--- src/rtl/run_controller.sv ---
// Host-side job controller: streams a byte image into the core's data memory,
// then releases the core, issues a start request and times the run.
//
// state     | meaning
// ----------+-----------------------------------------------------------
// S_IDLE    | waiting for the first beat of a new image
// S_LOAD    | accepting image beats, writing them to data memory
// S_RELEASE | core reset dropped, last beat's write in flight
// S_START   | one-cycle start request to the core
// S_RUN     | counting cycles until done or timeout
// S_REPORT  | one-cycle completion pulse, core held in reset again
module run_controller #(
    parameter int DATA_MEMORY_SIZE = 256,
    parameter int ADDR_W           = 8,
    parameter int CNT_W            = 16,
    parameter int TIMEOUT          = 50000
) (
    input  logic              clk,
    input  logic              reset,
    input  logic              in_valid,
    output logic              in_ready,
    input  logic [7:0]        in_data,
    input  logic              in_last,
    output logic              mem_we,
    output logic [ADDR_W-1:0] mem_addr,
    output logic [7:0]        mem_wdata,
    output logic              core_reset,
    output logic              req,
    input  logic              done,
    output logic              busy,
    output logic              run_done,
    output logic              timed_out,
    output logic              overflow,
    output logic [CNT_W-1:0]  cycle_count
);

    localparam int PTR_W = ADDR_W + 1;
    localparam logic [PTR_W-1:0] PTR_FULL = PTR_W'(DATA_MEMORY_SIZE);
    localparam logic [CNT_W-1:0] CNT_LAST = CNT_W'(TIMEOUT - 1);
    localparam logic [CNT_W-1:0] CNT_TO   = CNT_W'(TIMEOUT);

    typedef enum logic [2:0] {
        S_IDLE, S_LOAD, S_RELEASE, S_START, S_RUN, S_REPORT
    } state_t;

    state_t            state, state_nx;
    logic [PTR_W-1:0]  ptr, ptr_nx;
    logic              we_nx;
    logic [ADDR_W-1:0] addr_nx;
    logic [7:0]        wdata_nx;
    logic              to_nx, ovf_nx;
    logic [CNT_W-1:0]  cnt_nx;
    logic              accept;

    assign in_ready = (state == S_IDLE) || (state == S_LOAD);
    assign accept   = in_valid && in_ready;

    always_comb begin
        state_nx = state;
        ptr_nx   = ptr;
        we_nx    = 1'b0;
        addr_nx  = mem_addr;
        wdata_nx = mem_wdata;
        to_nx    = timed_out;
        ovf_nx   = overflow;
        cnt_nx   = cycle_count;
        unique case (state)
            S_IDLE: begin
                if (accept) begin
                    ovf_nx   = 1'b0;
                    to_nx    = 1'b0;
                    cnt_nx   = '0;
                    we_nx    = 1'b1;
                    addr_nx  = '0;
                    wdata_nx = in_data;
                    ptr_nx   = PTR_W'(1);
                    state_nx = in_last ? S_RELEASE : S_LOAD;
                end
            end
            S_LOAD: begin
                if (accept) begin
                    // pointer saturates at the memory size; excess beats are dropped
                    if (ptr == PTR_FULL) begin
                        ovf_nx = 1'b1;
                    end else begin
                        we_nx    = 1'b1;
                        addr_nx  = ptr[ADDR_W-1:0];
                        wdata_nx = in_data;
                        ptr_nx   = ptr + PTR_W'(1);
                    end
                    if (in_last) state_nx = S_RELEASE;
                end
            end
            S_RELEASE: state_nx = S_START;
            S_START: begin
                cnt_nx   = '0;
                state_nx = S_RUN;
            end
            S_RUN: begin
                if (done) begin
                    to_nx    = 1'b0;
                    state_nx = S_REPORT;
                end else if (cycle_count == CNT_LAST) begin
                    cnt_nx   = CNT_TO;
                    to_nx    = 1'b1;
                    state_nx = S_REPORT;
                end else begin
                    cnt_nx = cycle_count + CNT_W'(1);
                end
            end
            S_REPORT: state_nx = S_IDLE;
            default:  state_nx = S_IDLE;
        endcase
    end

    // control outputs are registered decodes of the state being entered
    always_ff @(posedge clk or negedge reset) begin
        if (!reset) begin
            state       <= S_IDLE;
            ptr         <= '0;
            mem_we      <= 1'b0;
            mem_addr    <= '0;
            mem_wdata   <= '0;
            core_reset  <= 1'b1;
            req         <= 1'b0;
            run_done    <= 1'b0;
            busy        <= 1'b0;
            timed_out   <= 1'b0;
            overflow    <= 1'b0;
            cycle_count <= '0;
        end else begin
            state       <= state_nx;
            ptr         <= ptr_nx;
            mem_we      <= we_nx;
            mem_addr    <= addr_nx;
            mem_wdata   <= wdata_nx;
            core_reset  <= (state_nx == S_IDLE) || (state_nx == S_LOAD) || (state_nx == S_REPORT);
            req         <= (state_nx == S_START);
            run_done    <= (state_nx == S_REPORT);
            busy        <= (state_nx != S_IDLE);
            timed_out   <= to_nx;
            overflow    <= ovf_nx;
            cycle_count <= cnt_nx;
        end
    end

endmodule

--- config.mk ---
export PLATFORM = sky130hd
export DESIGN_NAME = run_controller
export DESIGN_NICKNAME = d
export VERILOG_FILES = /design/src/rtl/run_controller.sv
export SDC_FILE = /design/constraint.sdc
export NUM_CORES = 1
export LEC_CHECK = 0
export ABC_CLOCK_PERIOD_IN_PS = 1950
export BUFFER_PORTS_ARGS = -buffer_cell sky130_fd_sc_hd__buf_4
export CELL_PAD_IN_SITES_DETAIL_PLACEMENT = 0
export CELL_PAD_IN_SITES_GLOBAL_PLACEMENT = 1
export CORE_ASPECT_RATIO = 0.9
export CORE_MARGIN = 8
export CORE_UTILIZATION = 37
export DETAILED_ROUTE_END_ITERATION = 7
export PLACE_DENSITY = 0.81
export SLEW_MARGIN = 30
export SYNTH_ARGS = -nofsm -noshare
export SYNTH_HDL_FRONTEND = slang
export SYNTH_SLANG_ARGS = --single-unit
--- constraint.sdc ---
create_clock -name clk -period 1.95 [get_ports clk]
set_input_delay 0.39 -clock clk [delete_from_list [all_inputs] [get_ports clk]]
set_output_delay 0.39 -clock clk [all_outputs]
set_load 0.005 [all_outputs]
* Word-level counts from Yosys, hierarchy flattened
Index checks and enable logic that the tools add are counted.
** Storage, ports and cells
- Output and inout bits :: 40
- Word-level logic and storage cells :: 77
- Bits of input ports :: 13
- Flip-flop bits (word level) :: 51
** Cells by class
- Equality and inequality tests :: 15
- Add/sub/neg operators :: 2
- Reductions and logical operators :: 14
- Muxes and demuxes :: 34
** Operator list (number)
- $mux W16 :: 3
- $mux W8 :: 6
- $pmux W16 S3 :: 1
- $pmux W8 S2 :: 2
- $mux W9 :: 3
- $pmux W9 S2 :: 1
- $add A16 B1 Y16 const B :: 1
- $eq A16 B16 Y1 const B :: 1
- $mux W3 :: 5
- $pmux W3 S5 :: 1
- $add A9 B1 Y9 const B :: 1
- $eq A3 B2 Y1 const B :: 3
- $eq A9 B9 Y1 const B :: 1
- $mux W1 :: 8
- $ne A2 B2 Y1 const B :: 4
- $reduce_and A4 Y1 :: 2
- $eq A3 B1 Y1 const B :: 2
- $eq A3 B3 Y1 const B :: 2
- $logic_not A3 Y1 :: 2
- $pmux W1 S2 :: 3
- $reduce_and A3 Y1 :: 2
- $reduce_bool A3 Y1 :: 2
- $reduce_bool A2 Y1 :: 2
- $logic_or A1 B1 Y1 :: 3
- other kinds (4) :: 4

* Logic depth before layout (Yosys ltp)
Gate-level depths: netlist (run 1).
- Depth after elaboration :: 8
- Depth in mapped cells :: 8
- Mapped depth without buffers :: 7

* Worst setup path before layout (run 1)
OpenSTA, ideal clock, no wires.
- Kind :: flip-flop to flip-flop
- Start point :: register state[0]
- End point :: register cycle_count[11]
- Slack :: -0.147 ns
- Data arrival time :: 2.019 ns
- Stages on the path, launching flop included :: 8
- Buffers on the path :: 3
- Cell sequence :: dfrtp_1 buf_6 or4b_4 buf_6 and3_4 buf_6 or4_1 a21oi_1
** On the way
- Cells in the longest elaborated chain, start to end :: 5
- Elaborated cells on any way between the ends :: 11
** RTL lines
- start: declaration :: line 46 : state_t state, state_nx;
- start signal: assignment :: line 132 : state <= state_nx;
- $eq A3 B1 Y1 or $logic_not A3 Y1 (tied branches) :: line 55, 67
- $logic_or A1 B1 Y1 :: line 55 : assign in_ready = (state == S_IDLE) || (state == S_LOAD);
- $logic_and A1 B1 Y1 :: line 56 : assign accept = in_valid && in_ready;
- $ne A2 B2 Y1 (no source line)
- $reduce_and A3 Y1 (no source line)
- end signal: assignment :: line 143 : cycle_count <= cnt_nx;
- end: declaration :: line 34 : output logic [CNT_W-1:0] cycle_count
Parallel ways exist; a longest one is shown, timed or not.
A chain may end at the register's enable or synchronous reset.

* Final worst setup path (run 1)
- Start point :: register state[2]
- End point :: register cycle_count[13]
Same word-level chain as after synthesis.

==> flow_metrics.py, run 1 <==
metrics = {
    "synthesis": {
        "synth_edf_count": 0,
        "netlist_area_um2": 2480,
        "ys_ff_latch": 51,
        "syn-instance-count": 264,
        "ys_seq_area_share_pct": 51.5,
        "synth_ff_type": "dfrtp_1",
        "synthArstFlopShare_pct": 100,
        "synth_top_cell_area_share_pct": 50.4,
        "yosys.area.top_type": "dfrtp_1",
        "ys_top_cells_by_area": "dfrtp_1 50%, nand2_1 8.3%, o21ai_0 4.6%, a21oi_1 3.4%, nor2_1 2.4%",
        "yosys_warnings": 0,
        "ys_types": 49,
        "postSynthAreaPerCell_um2": 9.40,
        "synthesis.nets": 280,
    },
    "route": {
        "wl_per_cell_um": 14.6,
        "initialDrtViolationCount": 134,
        "first_pass_iters": 4,
        "drc": 0,
        "ant_nets": 0,
        "routed_wl_um": 6430,
        "vias_per_cell": 5.14,
        "via_count": 2255,
    },
    "sta": {
        "fmax_ghz": 0.529,
        "grt_setup_unrepaired": "yes",
        "relSlewSlack_pct": 56.3,
        "drv_slew": 0,
        "worstMarginPinSlew_ns": 0.655,
        "fin_skew_ns": 0.00971,
        "finalCritPeriodShare_pct": 97.0,
        "final-setup-viol-count": 0,
        "final.setup.tns_ns": 0,
        "period_needed_ns": 1.89,
        "hold_violations": 0,
        "fin_ws_ns": 0.0594,
    },
    "setup_path": {
        "slowest_delay_ns": 0.55,
        "reg2reg_to": "cycle_count[13]",
        "cp_cell_sequence": "or4b_1 -> and3_4 -> or4_1 -> a21oi_2",
        "setup.worst_path.end_class": "flip-flop",
        "cp_max_fo": 11,
        "crit_type": "reg2reg",
        "rr_worst_depth": 4,
        "crit_path_top_delay_cell": "or4b_1",
        "rrSetupSlack_ns": 0.06,
        "rr_startpoint": "state[2]",
        "critPathBufInv": 0,
        "cp_top_family": "simple AND/OR/NAND/NOR gates",
        "worstPathArrival_ns": 2.14,
        "critical_path_required_ns": 2.20,
        "cp-start-kind": "flip-flop",
    },
    "final_layout": {
        "fillers": 619,
        "n_antenna_cell": 0,
        "nNetsFinal": 364,
        "multi_input_area_um2": 1150,
        "seqCellArea_um2": 1280,
        "drive_gt1_share_pct": 32.7,
        "syn2layout_area_growth_pct": 36.9,
    },
    "clock_network": {
        "clk_latency_ns": 0.31,
        "cts_tree": "done",
        "ctsHoldBuffers": 0,
        "numCtsBuffers": 5,
        "clk_path_buf_depth": 2,
        "cts.sinks": 51,
        "cts_root_buffer": "clkbuf_8",
        "cts_max_level": 2,
        "clkTransAtPathRegs_ns": 0.10,
    },
    "power_and_ir_drop": {
        "power.density_nw_per_um2": 1180,
        "ir_drop_mv": 0.615,
        "p_leak_nw": 1.60,
    },
    "worst_hold_path": {
        "hold_class": "in2async",
    },
    "global_route": {
        "grt_max_degree": 52,
        "grt_pass1_vias": 2134,
        "grt_pass1_wl_um": 10700,
        "antenna_found_initial": 0,
        "grtUsageTotal_pct": 14.0,
        "gr-total-overflow": 0,
    },
    "status": {
        "outcome": "complete, no violations",
    },
    "die": {
        "die_w_um": 102,
        "io_pins": 53,
        "start_util_pct": 37.9,
        "die-area_um2": 9590,
        "die_height_um": 93.7,
        "core_um2": 6550,
        "rows": 28,
    },
    "place": {
        "gp_congestion": 0.826,
        "io_buffers": 52,
        "place_hpwl_um": 4690,
        "dp_slack_ns": -0.0957,
    },
    "job": {
        "drv_cap": 0,
    },
}
worst max-delay path by stage:
| stage | startpoint | endpoint | cells past startpoint | slack (ns) |
|---|---|---|---|---|
| after floorplan | state[0] | cycle_count[10] | 7 | -0.1 |
| after global placement | ptr[1] | ptr[0] | 6 | -0.03 |
| after detailed placement | ptr[1] | ptr[0] | 6 | -0.1 |
| after CTS | state[2] | cycle_count[13] | 4 | 0.02 |
| after global routing | ptr[1] | ptr[0] | 6 | -0.06 |
| final | state[2] | cycle_count[13] | 4 | 0.06 |
layout by cell type (no fill, tap or decap), types with 4 or more instances in the layout:
master / instances
clkbuf_8: 5
o31ai_1: 4
or4_1: 4
nand3_1: 10
dfrtp_1: 50
buf_4: 84
o21ai_0: 17
inv_1: 4
nor2_1: 16
nand2_1: 54
o21ai_1: 6
or3_1: 6
nand4_1: 4
and3_1: 4
a21oi_1: 16
layout make-up:
class | instances | area share [%]
inverters | 7 | 0.773
clock buffers | 5 | 2.03
well taps | 90 | 3.31
flip-flops and latches | 51 | 37.6
multi-input cells | 194 | 33.9
clock inverters | 3 | 1.29
repair buffers | 89 | 21.1
cell families after synthesis:
kind of cell	synth area share, %
xor+xnor	1.41
simple gates	25.2
compound gates	15.6
flops	51.5
mux	0.857
fa+ha+maj	1.51
buf+inv	3.93
metal layers:
metal | GRT usage (%) | up-vias | part of all wire (%)
li1 | - | 1118 | -
met1 | 19.2 | 1068 | 47
met2 | 20.8 | 65 | 44
met3 | 3.78 | 4 | 7.5
met4 | 4.64 | 0 | 0.95
met5 | 0 | - | 0
what timing repair did:
action	CTS	global route
cloned	0	1
pin swaps	0	2
buffers inserted	1	3
endpoints found under the setup margin	21	22
resized for setup	4	15
synthesized netlist by cell type, types with 2 or more instances:
cell      instances
and2_1            2
nand3_1          10
buf_6             3
nor4b_1           3
clkbuf_1          6
nand2_1          55
nor2_1           16
buf_2             3
and4_1            3
a31o_2            2
xnor2_1           3
ha_1              3
a21o_1            2
nand4_1           4
a21oi_1          17
nor4bb_1          2
and3_1            4
dfrtp_1          50
o31ai_1           5
or3_1             6
or3b_2            2
or4b_2            2
inv_1             7
nor3b_1           2
or4_1             4
a31oi_1           3
o21ai_0          23
where the power goes:
part	total [mW]	switching, mW	internal (mW)
combinational	1.87	0.925	0.944
clock	0.756	0.373	0.383
sequential	1.40	0.117	1.28
flip-flops by register name (all words and copies together) (netlist names):
signal	count
mem_addr	8
core_reset	1
overflow	1
req	1
cycle_count	16
state	3
timed_out	1
ptr	9
busy	1
mem_wdata	8
mem_we	1
run_done	1
metrics by stage:
stage	total power, mW	area (µm²)	std cells	hold WS, ns	utilization (%)
2_1_floorplan	2.29	2490	264	0.0944	-
3_3_place_gp	3.07	3180	426	0.462	48.6
3_5_place_dp	3.11	3180	426	0.466	48.6
4_1_cts	3.92	3320	435	0.130	50.7
5_1_grt	4.32	3400	439	0.152	51.9
6_report	4.02	3400	439	0.0928	51.9
Power figures use the tool's default switching activity.
==> run 2, diff against run 1 <==
--- a/config.mk
+++ b/config.mk
@@ -5,13 +5,13 @@
 export SDC_FILE = /design/constraint.sdc
 export NUM_CORES = 1
 export LEC_CHECK = 0
-export ABC_CLOCK_PERIOD_IN_PS = 1950
+export ABC_AREA = 1
 export BUFFER_PORTS_ARGS = -buffer_cell sky130_fd_sc_hd__buf_4
 export CELL_PAD_IN_SITES_DETAIL_PLACEMENT = 0
 export CELL_PAD_IN_SITES_GLOBAL_PLACEMENT = 1
 export CORE_ASPECT_RATIO = 0.9
 export CORE_MARGIN = 8
-export CORE_UTILIZATION = 37
+export CORE_UTILIZATION = 36
 export DETAILED_ROUTE_END_ITERATION = 7
 export PLACE_DENSITY = 0.81
 export SLEW_MARGIN = 30
==> flow_metrics.py, run 2 <==
metrics = {
    "global_route": {
        "grtUsageTotal_pct": 13.4,
        "gr-total-overflow": 0,
        "grt_max_degree": 52,
        "antenna_found_initial": 0,
        "grt_pass1_vias": 2415,
        "use_met3_pct": 3.59,
        "grtUsageMet1_pct": 19.0,
        "use_met2_pct": 19.2,
        "grt_pass1_wl_um": 11700,
        "top_usage_layer": "met2",
    },
    "die": {
        "die_height_um": 98.9,
        "core_um2": 7470,
        "rows": 30,
        "start_util_pct": 36.8,
        "die_w_um": 108,
        "die-area_um2": 10700,
        "io_pins": 53,
    },
    "synthesis": {
        "yosys.area.top_type": "dfrtp_1",
        "synth_top_cell_area_share_pct": 45.5,
        "synth_ff_type": "dfrtp_1",
        "postSynthAreaPerCell_um2": 7.49,
        "netlist_area_um2": 2750,
        "yosys_warnings": 0,
        "yosys-top-cells-count": "131 x nand2_1, 50 x dfrtp_1, 44 x nand3_1",
        "synthesis.nets": 383,
        "ys_types": 32,
        "synth_most_common_cell": "nand2_1",
        "ys_top_cells_by_area": "dfrtp_1 45%, nand2_1 18%, nand3_1 8.0%, inv_1 4.6%, nor2_1 4.6%",
        "synth_edf_count": 0,
        "ys_seq_area_share_pct": 46.5,
        "synthArstFlopShare_pct": 100,
        "syn-instance-count": 367,
        "ys_ff_latch": 51,
    },
    "final_layout": {
        "reg_top3": "cycle_count (16), ptr (9)",
        "layout_commonest_cell": "nand2_1",
        "nNetsFinal": 439,
        "n_antenna_cell": 0,
        "fin_cells": 520,
        "syn2layout_area_growth_pct": 21.4,
        "layout_common_cells": "131 x nand2_1, 58 x buf_4, 50 x dfrtp_1, 44 x nand3_1",
        "drive_gt1_share_pct": 19.3,
        "regMostFlops": "cycle_count",
        "largest_reg_flops": 16,
        "fillers": 789,
    },
    "setup_path": {
        "critical_path_required_ns": 2.19,
        "setup.worst_path.end_class": "flip-flop",
        "crit_type": "reg2reg",
        "cp_max_fo": 21,
        "cp-start-kind": "flip-flop",
        "rr_worst_depth": 9,
        "worstPathArrival_ns": 1.94,
    },
    "clock_network": {
        "ctsResizeCount": 0,
        "postCtsSetupBuffers": 0,
        "cts_tree": "done",
        "ctsHoldBuffers": 0,
        "cts_max_level": 2,
        "numCtsBuffers": 5,
        "clkTransAtPathRegs_ns": 0.10,
        "cts.sinks": 51,
        "cts_root_buffer": "clkbuf_8",
        "clk_latency_ns": 0.31,
        "clk_path_buf_depth": 2,
    },
    "route": {
        "ant_nets": 0,
        "drc": 0,
        "via_count": 2439,
        "vias_per_cell": 4.69,
        "wl_per_cell_um": 13.1,
        "first_pass_iters": 4,
        "routed_wl_um": 6800,
        "initialDrtViolationCount": 117,
    },
    "worst_hold_path": {
        "hold_class": "in2async",
    },
    "place": {
        "gp_congestion": 0.797,
        "dp_slack_ns": 0.266,
        "io_buffers": 52,
        "place_hpwl_um": 5020,
        "dp_cells": 512,
    },
    "power_and_ir_drop": {
        "combPwrFrac_pct": 41.9,
        "power.density_nw_per_um2": 1080,
        "power_switching_mw": 1.46,
        "p_int_mw": 2.13,
        "p_leak_nw": 1.77,
        "power_mw": 3.59,
        "power_frac_clock_pct": 17.9,
        "pwr-share-seq_pct": 40.2,
        "ir_drop_mv": 0.655,
        "power_switching_share_pct": 40.6,
    },
    "sta": {
        "period_needed_ns": 1.70,
        "final.setup.tns_ns": 0,
        "finalCritPeriodShare_pct": 87.2,
        "fin_skew_ns": 0.00823,
        "final-setup-viol-count": 0,
        "drv_slew": 0,
        "grt_setup_unrepaired": "no",
        "relSlewSlack_pct": 57.4,
        "fin_ws_ns": 0.249,
        "fmax_ghz": 0.588,
        "worstMarginPinSlew_ns": 0.640,
        "hold_violations": 0,
    },
    "status": {
        "outcome": "complete, no violations",
    },
    "job": {
        "drv_cap": 0,
    },
}
run 2: stage by stage:
stage / hold slack (ns) / util [%] / cell area [µm²]
after global placement: 0.468 / 43.4 / 3240
after detailed placement: 0.470 / 43.4 / 3240
after global routing: 0.156 / 44.7 / 3340
after CTS: 0.126 / 44.7 / 3340
after floorplan: 0.0944 / - / 2750
final: 0.0900 / 44.7 / 3340
run 2: worst paths after layout:
check	start	end	slack [ns]
max reg2reg	ptr[0]	mem_wdata[2]	0.25
max	ptr[0]	mem_wdata[2]	0.25
min reg2reg	mem_addr[5]	mem_addr[5]	0.51
min	reset	mem_addr[6]	0.09
max in group asynchronous	reset	cycle_count[7]	1.42
min in group clk	in_data[6]	mem_wdata[6]	0.27
run 2: kinds of logic (layout without fill, tap and decap cells):
kind of cell | count (synthesis) | count (layout) | share of synthesized area [%]
AO/OA/AOI/OAI | 20 | 20 | 4.05
XOR/XNOR | 5 | 5 | 1.59
adder cells (fa/ha/maj) | 3 | 3 | 1.37
buffers and inverters | 48 | 105 | 7.60
flip-flops | 51 | 51 | 46.5
AND/OR/NAND/NOR | 240 | 240 | 38.9
run 2: worst max-delay path, stage by stage, from the launching register on:
cell     delay [ns]
dfrtp_1        0.43
inv_1          0.09
ha_1           0.14
nand2_1        0.05
nor3_1         0.17
nand2_2        0.18
nand2_4        0.13
buf_4          0.26
nand3_1        0.10
nand2_1        0.08
run 2: area by class of cell:
class | count | area (µm²) | area share [%]
tap | 96 | 120 | 3.60
inverter | 39 | 146 | 4.39
clock inverter | 1 | 8.76 | 0.262
sequential | 51 | 1280 | 38.3
timing repair buffer | 58 | 435 | 13.0
multi-input combinational | 268 | 1260 | 37.9
clock buffer | 7 | 86.3 | 2.59
run 2: per-layer routing:
| metal | wire, µm | share of wire (%) |
|---|---|---|
| met1 | 3550 | 52 |
| met2 | 2740 | 40 |
| met3 | 424 | 6.2 |
| met4 | 90 | 1.3 |
| met5 | 0 | 0 |
run 2: power by group through the flow:
stage / Combinational [mW] / Sequential, mW / Clock, mW
finish: 1.51 / 1.44 / 0.641
global route: 1.71 / 1.47 / 0.707
CTS: 1.54 / 1.44 / 0.666
detailed placement: 1.54 / 1.46 / 0
global placement: 1.50 / 1.46 / 0
floorplan: 0.976 / 1.45 / 0
==> run 3, diff against run 2 <==
--- a/config.mk
+++ b/config.mk
@@ -11,9 +11,10 @@
 export CELL_PAD_IN_SITES_GLOBAL_PLACEMENT = 1
 export CORE_ASPECT_RATIO = 0.9
 export CORE_MARGIN = 8
-export CORE_UTILIZATION = 36
+export CORE_UTILIZATION = 40
 export DETAILED_ROUTE_END_ITERATION = 7
-export PLACE_DENSITY = 0.81
+export PLACE_DENSITY = 0.85
+export SETUP_SLACK_MARGIN = 0.15
 export SLEW_MARGIN = 30
 export SYNTH_ARGS = -nofsm -noshare
 export SYNTH_HDL_FRONTEND = slang
==> constraint.sdc (replaced) <==
create_clock -name clk -period 1.9 [get_ports clk]
set_input_delay 0.38 -clock clk [delete_from_list [all_inputs] [get_ports clk]]
set_output_delay 0.38 -clock clk [all_outputs]
set_load 0.005 [all_outputs]
==> flow_metrics.py, run 3 (synthesis results as in run 2) <==
metrics = {
    "place": {
        "dp_slack_ns": 0.260,
        "place_hpwl_um": 4820,
        "gp_congestion": 0.820,
        "io_buffers": 52,
    },
    "clock_network": {
        "clkTransAtPathRegs_ns": 0.09,
        "clk_path_buf_depth": 2,
        "cts_root_buffer": "clkbuf_8",
        "numCtsBuffers": 5,
        "cts_max_level": 2,
        "clk_latency_ns": 0.30,
        "ctsHoldBuffers": 0,
        "cts_tree": "done",
        "cts.sinks": 51,
    },
    "route": {
        "via_count": 2496,
        "first_pass_iters": 4,
        "wl_per_cell_um": 13.0,
        "ant_nets": 0,
        "routed_wl_um": 6710,
        "drc": 0,
        "vias_per_cell": 4.85,
        "initialDrtViolationCount": 127,
    },
    "sta": {
        "fmax_ghz": 0.647,
        "final.setup.tns_ns": 0,
        "relSlewSlack_pct": 57.6,
        "hold_violations": 0,
        "final-setup-viol-count": 0,
        "fin_skew_ns": 0.00719,
        "period_needed_ns": 1.55,
        "worstMarginPinSlew_ns": 0.637,
        "finalCritPeriodShare_pct": 81.3,
        "drv_slew": 0,
        "grt_setup_unrepaired": "no",
        "fin_ws_ns": 0.355,
    },
    "global_route": {
        "grt_max_degree": 52,
        "grt_pass1_wl_um": 11300,
        "grtUsageTotal_pct": 14.4,
        "grt_pass1_vias": 2300,
        "antenna_found_initial": 0,
        "gr-total-overflow": 0,
    },
    "worst_hold_path": {
        "hold_class": "in2async",
    },
    "setup_path": {
        "worstPathArrival_ns": 1.77,
        "setup.worst_path.end_class": "flip-flop",
        "slowest_delay_ns": 0.42,
        "rrSetupSlack_ns": 0.35,
        "cp_top_family": "simple AND/OR/NAND/NOR gates",
        "crit_type": "reg2reg",
        "critical_path_required_ns": 2.13,
        "cp_cell_sequence": "nor2_2 -> nand2_1 -> inv_1 -> nand3_1 -> nand2_1 -> inv_1 -> o21ai_0",
        "critPathBufInv": 2,
        "rr_worst_depth": 7,
        "rr_startpoint": "state[1]",
        "crit_path_top_delay_cell": "dfrtp_1",
        "reg2reg_to": "core_reset",
        "cp-start-kind": "flip-flop",
        "cp_max_fo": 7,
    },
    "final_layout": {
        "n_antenna_cell": 0,
        "largest_reg_flops": 16,
        "syn2layout_area_growth_pct": 22.1,
        "layout_common_cells": "130 x nand2_1, 58 x buf_4, 50 x dfrtp_1, 44 x nand3_1",
        "layout_commonest_cell": "nand2_1",
        "drive_gt1_share_pct": 19.8,
        "fillers": 667,
        "reg_top3": "cycle_count (16), ptr (9)",
        "fin_util_pct": 50.7,
        "regMostFlops": "cycle_count",
        "nNetsFinal": 440,
    },
    "power_and_ir_drop": {
        "combPwrFrac_pct": 42.0,
        "ir_drop_mv": 0.730,
        "power_switching_share_pct": 40.0,
        "pwr-share-seq_pct": 39.6,
        "power_frac_clock_pct": 18.3,
        "power_switching_mw": 1.48,
        "power.density_nw_per_um2": 1100,
        "p_int_mw": 2.23,
        "p_leak_nw": 1.79,
    },
    "die": {
        "die_w_um": 103,
        "die-area_um2": 9790,
        "die_height_um": 94.7,
        "core_um2": 6620,
        "io_pins": 53,
        "rows": 28,
        "start_util_pct": 41.5,
    },
    "job": {
        "drv_cap": 0,
    },
    "status": {
        "outcome": "complete, no violations",
    },
}
## run 3: cell count changes in the layout (fill, tap and decap cells not counted)
cell,before,now
clkbuf_8,6,7
buf_12,0,1
clkinv_4,1,0
nand2_1,131,130
nand2_2,2,3
## run 3: metal layers
metal	global-route usage [%]	share of wire [%]	wire, µm
met1	21.7	55	3660
met2	19.9	39	2630
met3	3.53	5.8	389
met4	3.25	0.45	30
met5	0	0	0
## run 3: how the worst max path moves through the flow
stage                        start        endpoint  cells past startpoint
floorplan                   ptr[0]          ptr[4]                     10
CTS                       state[1]  cycle_count[3]                      7
detailed placement        state[1]  cycle_count[3]                      7
finish                    state[1]      core_reset                      7
global placement            ptr[0]     mem_addr[0]                      9
global route        cycle_count[0]  cycle_count[3]                      8
## run 3: stage by stage
step           area (µm²)  instances  hold slack, ns  power [mW]
2_1_floorplan        2750        367          0.0844        2.49
3_3_place_gp         3240        505           0.455        3.03
3_5_place_dp         3240        505           0.453        3.06
4_1_cts              3340        513           0.117        3.75
5_1_grt              3360        515           0.140        4.02
6_report             3360        515          0.0991        3.71
## run 3: power by group through the flow
stage / logic (mW) / clock network (mW) / registers [mW]
2_1_floorplan: 1.00 / 0 / 1.48
3_3_place_gp: 1.55 / 0 / 1.49
3_5_place_dp: 1.57 / 0 / 1.49
4_1_cts: 1.58 / 0.700 / 1.47
5_1_grt: 1.77 / 0.743 / 1.50
6_report: 1.56 / 0.681 / 1.47
## run 3: area by class of cell
class | instances | area, µm² | area share [%]
sequential | 51 | 1280 | 38.0
timing repair buffer | 59 | 455 | 13.6
tap | 90 | 113 | 3.35
multi-input combinational | 268 | 1270 | 37.7
clock buffer | 8 | 100 | 2.98
inverter | 39 | 146 | 4.36
## run 3: what timing repair did
action                                  4_1_cts  5_1_grt
endpoints found under the setup margin        0       21
resized for setup                             0        1
setup buffers                                 0        2
## run 3: worst reg2reg max path: cells and delay by family (launching register included)
family | cells | cell delay [ns]
simple gates | 4 | 0.66
buf+inv | 2 | 0.33
flops | 1 | 0.42
compound gates | 1 | 0.07
